==> src/rtl/mm_arb_pkg.sv <==
// Shared types and constants for the main-memory arbiter.
package mm_arb_pkg;

  // Arbiter sequencing: every access visits all three states.
  typedef enum logic [1:0] {
    IDLE   = 2'd0,
    ACCESS = 2'd1,
    DONE   = 2'd2
  } state_t;

  // Which requester currently owns (or last owned) the memory.
  typedef enum logic {
    OWN_CPU = 1'b0,
    OWN_LD  = 1'b1
  } owner_t;

  // Memory latency limits; the latency counter is 4 bits wide.
  localparam int MEM_LAT_MIN = 1;
  localparam int MEM_LAT_MAX = 15;
  localparam int LAT_CNT_W   = 4;

endpackage

==> src/rtl/mm_arb_rr.sv <==
// Two-way round-robin picker: a lone requester always wins, on a tie the
// requester that did not win last time is chosen.
module mm_arb_rr
  import mm_arb_pkg::*;
(
  input  logic   cpu_req,
  input  logic   ld_req,
  input  owner_t last_grant,
  output logic   grant_valid,
  output owner_t grant
);

  // Pick the owner from the current requests and the previous winner.
  // NOTE: every output of a combinational block gets a default first, so no path can infer a latch.
  always_comb begin
    grant_valid = cpu_req | ld_req;
    grant       = OWN_CPU;
    if (cpu_req && ld_req) begin
      grant = (last_grant == OWN_CPU) ? OWN_LD : OWN_CPU;
    end else if (ld_req) begin
      grant = OWN_LD;
    end
  end

endmodule

==> src/rtl/mm_arbiter.sv <==
// Shares single-port main memory between the CPU and the program loader.
// Each access runs IDLE -> ACCESS (MEM_LAT strobe cycles) -> DONE (ack pulse).
// MEM_LAT must lie in MEM_LAT_MIN..MEM_LAT_MAX.
module mm_arbiter
  import mm_arb_pkg::*;
#(
  parameter int ADDR_W  = 32,
  parameter int DATA_W  = 32,
  parameter int MEM_LAT = 1
) (
  input  logic              clk,
  input  logic              rst,
  input  logic              cpu_rd,
  input  logic              cpu_wr,
  input  logic [ADDR_W-1:0] cpu_addr,
  input  logic [DATA_W-1:0] cpu_wdata,
  output logic [DATA_W-1:0] cpu_rdata,
  output logic              cpu_ack,
  input  logic              ld_req,
  input  logic              ld_we,
  input  logic [ADDR_W-1:0] ld_addr,
  input  logic [DATA_W-1:0] ld_wdata,
  output logic [DATA_W-1:0] ld_rdata,
  output logic              ld_ack,
  output logic              mem_rd,
  output logic              mem_wr,
  output logic [ADDR_W-1:0] mem_addr,
  output logic [DATA_W-1:0] mem_wdata,
  input  logic [DATA_W-1:0] mem_rdata,
  output logic              busy
);

  localparam logic [LAT_CNT_W-1:0] LAT_LOAD = LAT_CNT_W'(MEM_LAT);
  localparam logic [LAT_CNT_W-1:0] LAT_LAST = LAT_CNT_W'(1);

  state_t                 state_q, state_d;
  owner_t                 owner_q, last_grant_q, grant;
  logic                   grant_valid;
  logic                   cpu_req;
  logic                   take_grant;
  logic                   last_cycle;
  logic [LAT_CNT_W-1:0]   lat_cnt_q;

  // A simultaneous rd and wr from the CPU is treated as a write further down.
  assign cpu_req = cpu_rd | cpu_wr;
  assign busy    = (state_q != IDLE);

  mm_arb_rr u_rr (
    .cpu_req     (cpu_req),
    .ld_req      (ld_req),
    .last_grant  (last_grant_q),
    .grant_valid (grant_valid),
    .grant       (grant)
  );

  // State register.
  // NOTE: sequential state uses non-blocking assignments so all flops update together at the edge.
  always_ff @(posedge clk or negedge rst) begin
    if (!rst) state_q <= IDLE;
    else      state_q <= state_d;
  end

  // Next-state logic and the grant / last-strobe-cycle qualifiers.
  always_comb begin
    state_d    = state_q;
    take_grant = 1'b0;
    last_cycle = 1'b0;
    case (state_q)
      IDLE: begin
        if (grant_valid) begin
          take_grant = 1'b1;
          state_d    = ACCESS;
        end
      end
      ACCESS: begin
        if (lat_cnt_q == LAT_LAST) begin
          last_cycle = 1'b1;
          state_d    = DONE;
        end
      end
      DONE:    state_d = IDLE;
      default: state_d = IDLE;
    endcase
  end

  // Memory strobes, address/data latches, latency counter, acks and read data.
  // NOTE: the rdata registers are reset because their value is visible to both requesters from reset.
  always_ff @(posedge clk or negedge rst) begin
    if (!rst) begin
      owner_q      <= OWN_CPU;
      last_grant_q <= OWN_LD;
      lat_cnt_q    <= '0;
      mem_rd       <= 1'b0;
      mem_wr       <= 1'b0;
      mem_addr     <= '0;
      mem_wdata    <= '0;
      cpu_ack      <= 1'b0;
      ld_ack       <= 1'b0;
      cpu_rdata    <= '0;
      ld_rdata     <= '0;
    end else begin
      cpu_ack <= 1'b0;
      ld_ack  <= 1'b0;

      if (take_grant) begin
        owner_q      <= grant;
        last_grant_q <= grant;
        lat_cnt_q    <= LAT_LOAD;
        if (grant == OWN_CPU) begin
          mem_addr  <= cpu_addr;
          mem_wdata <= cpu_wdata;
          mem_wr    <= cpu_wr;
          mem_rd    <= ~cpu_wr;
        end else begin
          mem_addr  <= ld_addr;
          mem_wdata <= ld_wdata;
          mem_wr    <= ld_we;
          mem_rd    <= ~ld_we;
        end
      end else if (state_q == ACCESS) begin
        lat_cnt_q <= lat_cnt_q - LAT_LAST;
      end

      // Final strobe cycle: drop strobes, capture read data, schedule the ack.
      if (last_cycle) begin
        mem_rd <= 1'b0;
        mem_wr <= 1'b0;
        if (owner_q == OWN_CPU) begin
          cpu_ack <= 1'b1;
          if (!mem_wr) cpu_rdata <= mem_rdata;
        end else begin
          ld_ack <= 1'b1;
          if (!mem_wr) ld_rdata <= mem_rdata;
        end
      end
    end
  end

endmodule
==> config.mk <==
export PLATFORM = sky130hd
export DESIGN_NAME = mm_arbiter
export DESIGN_NICKNAME = d
export VERILOG_FILES = /design/src/rtl/mm_arb_pkg.sv /design/src/rtl/mm_arb_rr.sv /design/src/rtl/mm_arbiter.sv
export SDC_FILE = /design/constraint.sdc
export NUM_CORES = 1
export LEC_CHECK = 0
export CELL_PAD_IN_SITES_DETAIL_PLACEMENT = 0
export CELL_PAD_IN_SITES_GLOBAL_PLACEMENT = 1
export CORE_ASPECT_RATIO = 0.75
export CORE_MARGIN = 5
export CORE_UTILIZATION = 33
export CTS_BUF_LIST = sky130_fd_sc_hd__clkbuf_2
export DETAILED_ROUTE_END_ITERATION = 10
export GPL_TIMING_DRIVEN = 0
export PLACE_DENSITY = 0.91
export SYNTH_ARGS = -nofsm -noshare
export SYNTH_HDL_FRONTEND = slang
export SYNTH_SLANG_ARGS = --single-unit
==> constraint.sdc <==
create_clock -name clk -period 3.1 [get_ports clk]
set_input_delay 0.62 -clock clk [delete_from_list [all_inputs] [get_ports clk]]
set_output_delay 0.62 -clock clk [all_outputs]
set_load 0.005 [all_outputs]
==> out/qor.yml <==
status: "complete, no violations"
drt_first_pass_iters: 5
maxSlewViolCount: 0
synth_edf_count: 0
area.sequential_um2: 3505
postRouteAntennaNets: 0
hold_depth: 4
clk_pin_slew_ns: 0.24
total_power_mw: 8.835
port_buffers: 297
final.period_utilization_pct: 87.23
synth_top_area_share_pct: 56.91
drv_cap: 0
antenna_found_initial: 1
multi_input_area_um2: 2359
yosys.area.top_type: "dfrtp_1"
ys_warn_count: 0
drtIter0Drc: 416
p_leak_nw: 3.799
ioPinCount: 299
start_util_pct: 33.32
synth_area_per_cell_um2: 10.93
cp.required_ns: 2.48
synthArstFlopShare_pct: 100.0
htreeDepth: 4
syn_inst: 559
routed_wl_mm: 22.11
final_hold_viol_count: 0
cts_root_buf: "clkbuf_2"
startpoint: "state_q[1]$_DFFE_PN0P_"
clkSinkCount: 140
syn-num-nets: 727
placed_area_um2: 9423
fin_util_pct: 52.84
pre_cts_slack_ns: 0.4824
drt-vias-per-instance: 5.160
setup_slack_ns: 0.3959
netlist_top_cells_area: "dfrtp_1 (57%), a31oi_1 (6.6%), mux2_2 (6.3%)"
cts-resized-gates: 0
hold_ws_ns: 0.3403
fin_worst_skew_ns: 0.04010
postCtsHoldBufs: 1
grt_pass1_wl_mm: 34.38
max-vdd-ir-drop_mv: 0.4503
r2r_start: "state_q[1]$_DFFE_PN0P_"
grt_pass1_vias: 6095
cts_inserted_buffers: 17
post-cts-setup-buffers: 0
clock.fmax_mhz: 369.8
wl_per_cell_um: 19.43
yosysMostFrequentCell: "dfrtp_1"
cts_tree: "yes"
grt_usage_pct: 20.45
dpl.hpwl_mm: 16.45
routabilityCongestion: 0.8361
die_width_um: 167.1
worst_slew_pin_slew_ns: 0.6956
ys_seq_area_share_pct: 57.34
area_growth_pct: 58.61
cp_max_fo: 5
synth_area_um2: 6112
grt_start_max_net_pins: 74
clk_path_buf_depth: 2
fill_cells: 1680
r2r_slack_ns: 1.10
clk_latency_ns: 0.70
min_path_type: "in2reg"
post-route-min-period_ns: 2.704
nets: 1045
drc_errors: 0
ys_types: 36
synth_top_cells_by_count: "dfrtp_1 (139), o21ai_0 (71), a21oi_1 (64), a31oi_1 (64), nand3_1 (64)"
fin_area_um2: 9694
vias: 5872
crit_path_end_kind: "output pin"
rsz0062_at_grt: "false"
worst-setup-path-type: "reg2out"
rows: 43
setup_viol: 0
die-area_um2: 21370
cp.arrival_ns: 2.08
die_y_um: 127.9
synth_ff_type: "dfrtp_1"
ff2ff_path_depth: 6
p_per_area_nw_per_um2: 911.3
overflow: 0
slew_headroom_pct: 53.63
ys_ff_latch: 140
startpoint_type: "flop"
hold_start: "ld_req"
core_area_um2: 18350
drive_above_1_share_pct: 10.45
[cells in the final DEF, fill, tap and decap left out, types with 5 or more instances in the layout]
cell type / instances
nand2_1: 5
nand3_1: 64
clkbuf_2: 19
clkdlybuf4s50_1: 296
o21ai_0: 71
buf_2: 22
a21oi_1: 64
clkbuf_1: 30
dfrtp_1: 139
mux2_1: 30
a31oi_1: 64
mux2_2: 34
[cell type report]
cell class / count / share of cell area (%)
well taps: 247 / 3.188
diodes: 1 / 0.02581
flip-flops and latches: 140 / 36.15
multi-input cells: 360 / 24.33
repair buffers: 299 / 31.07
inverters: 4 / 0.1549
clock buffers: 19 / 0.9809
plain buffers: 55 / 2.414
clock inverters: 13 / 1.691
[flip-flops by register name, indices dropped and copies added (netlist names)]
signal        count
cpu_rdata        32
ld_rdata         32
mem_addr         32
mem_wdata        32
lat_cnt_q         4
state_q           2
cpu_ack           1
last_grant_q      1
ld_ack            1
mem_rd            1
mem_wr            1
owner_q           1
[worst paths after layout]
check | endpoint
hold reg to reg | ld_rdata[13]$_DFFE_PN0P_
setup reg to reg | mem_addr[15]$_DFFE_PN0P_
max in group asynchronous | mem_addr[11]$_DFFE_PN0P_
setup / recovery | busy
hold / removal | last_grant_q$_DFFE_PN1P_
min in group asynchronous | cpu_rdata[4]$_DFFE_PN0P_
[worst max-delay path, cell delays in order (launching register included)]
cell	delay, ns
dfrtp_1	0.44
nor2_1	0.30
inv_1	0.16
clkdlybuf4s50_1	0.51
[through the flow]
stage | cells | setup TNS [ns]
after floorplan | 559 | 0
after global placement | 1103 | -616.45
after detailed placement | 1104 | 0
after CTS | 1137 | 0
after global routing | 1138 | 0
final | 1138 | 0
[per-layer routing]
metal,global-route usage (%),wire length (um)
met3,6.227,1445
met2,32.10,10290
met5,0,0
met1,27.65,9924
met4,5.916,449
[power breakdown]
group / total [mW] / leakage, nW / switching (mW) / internal (mW)
clock network: 1.18 / 0.146 / 0.716 / 0.461
logic: 4.42 / 2.04 / 1.87 / 2.55
registers: 3.24 / 1.61 / 0.493 / 2.75
[kinds of logic (layout without fill, tap and decap cells)]
kind of cell             count (synthesis)  after routing  share of synthesized area (%)
AO/OA/AOI/OAI                          205            205                          18.40
XOR/XNOR                                 2              2                         0.2866
adder cells (fa/ha/maj)                  2              2                         0.4094
buffers and inverters                   59            390                          4.074
flip-flops                             140            140                          57.34
multiplexers                            65             65                          11.95
other                                    0              1                              0
AND/OR/NAND/NOR                         86             86                          7.533
Power figures use the tool's default switching activity.
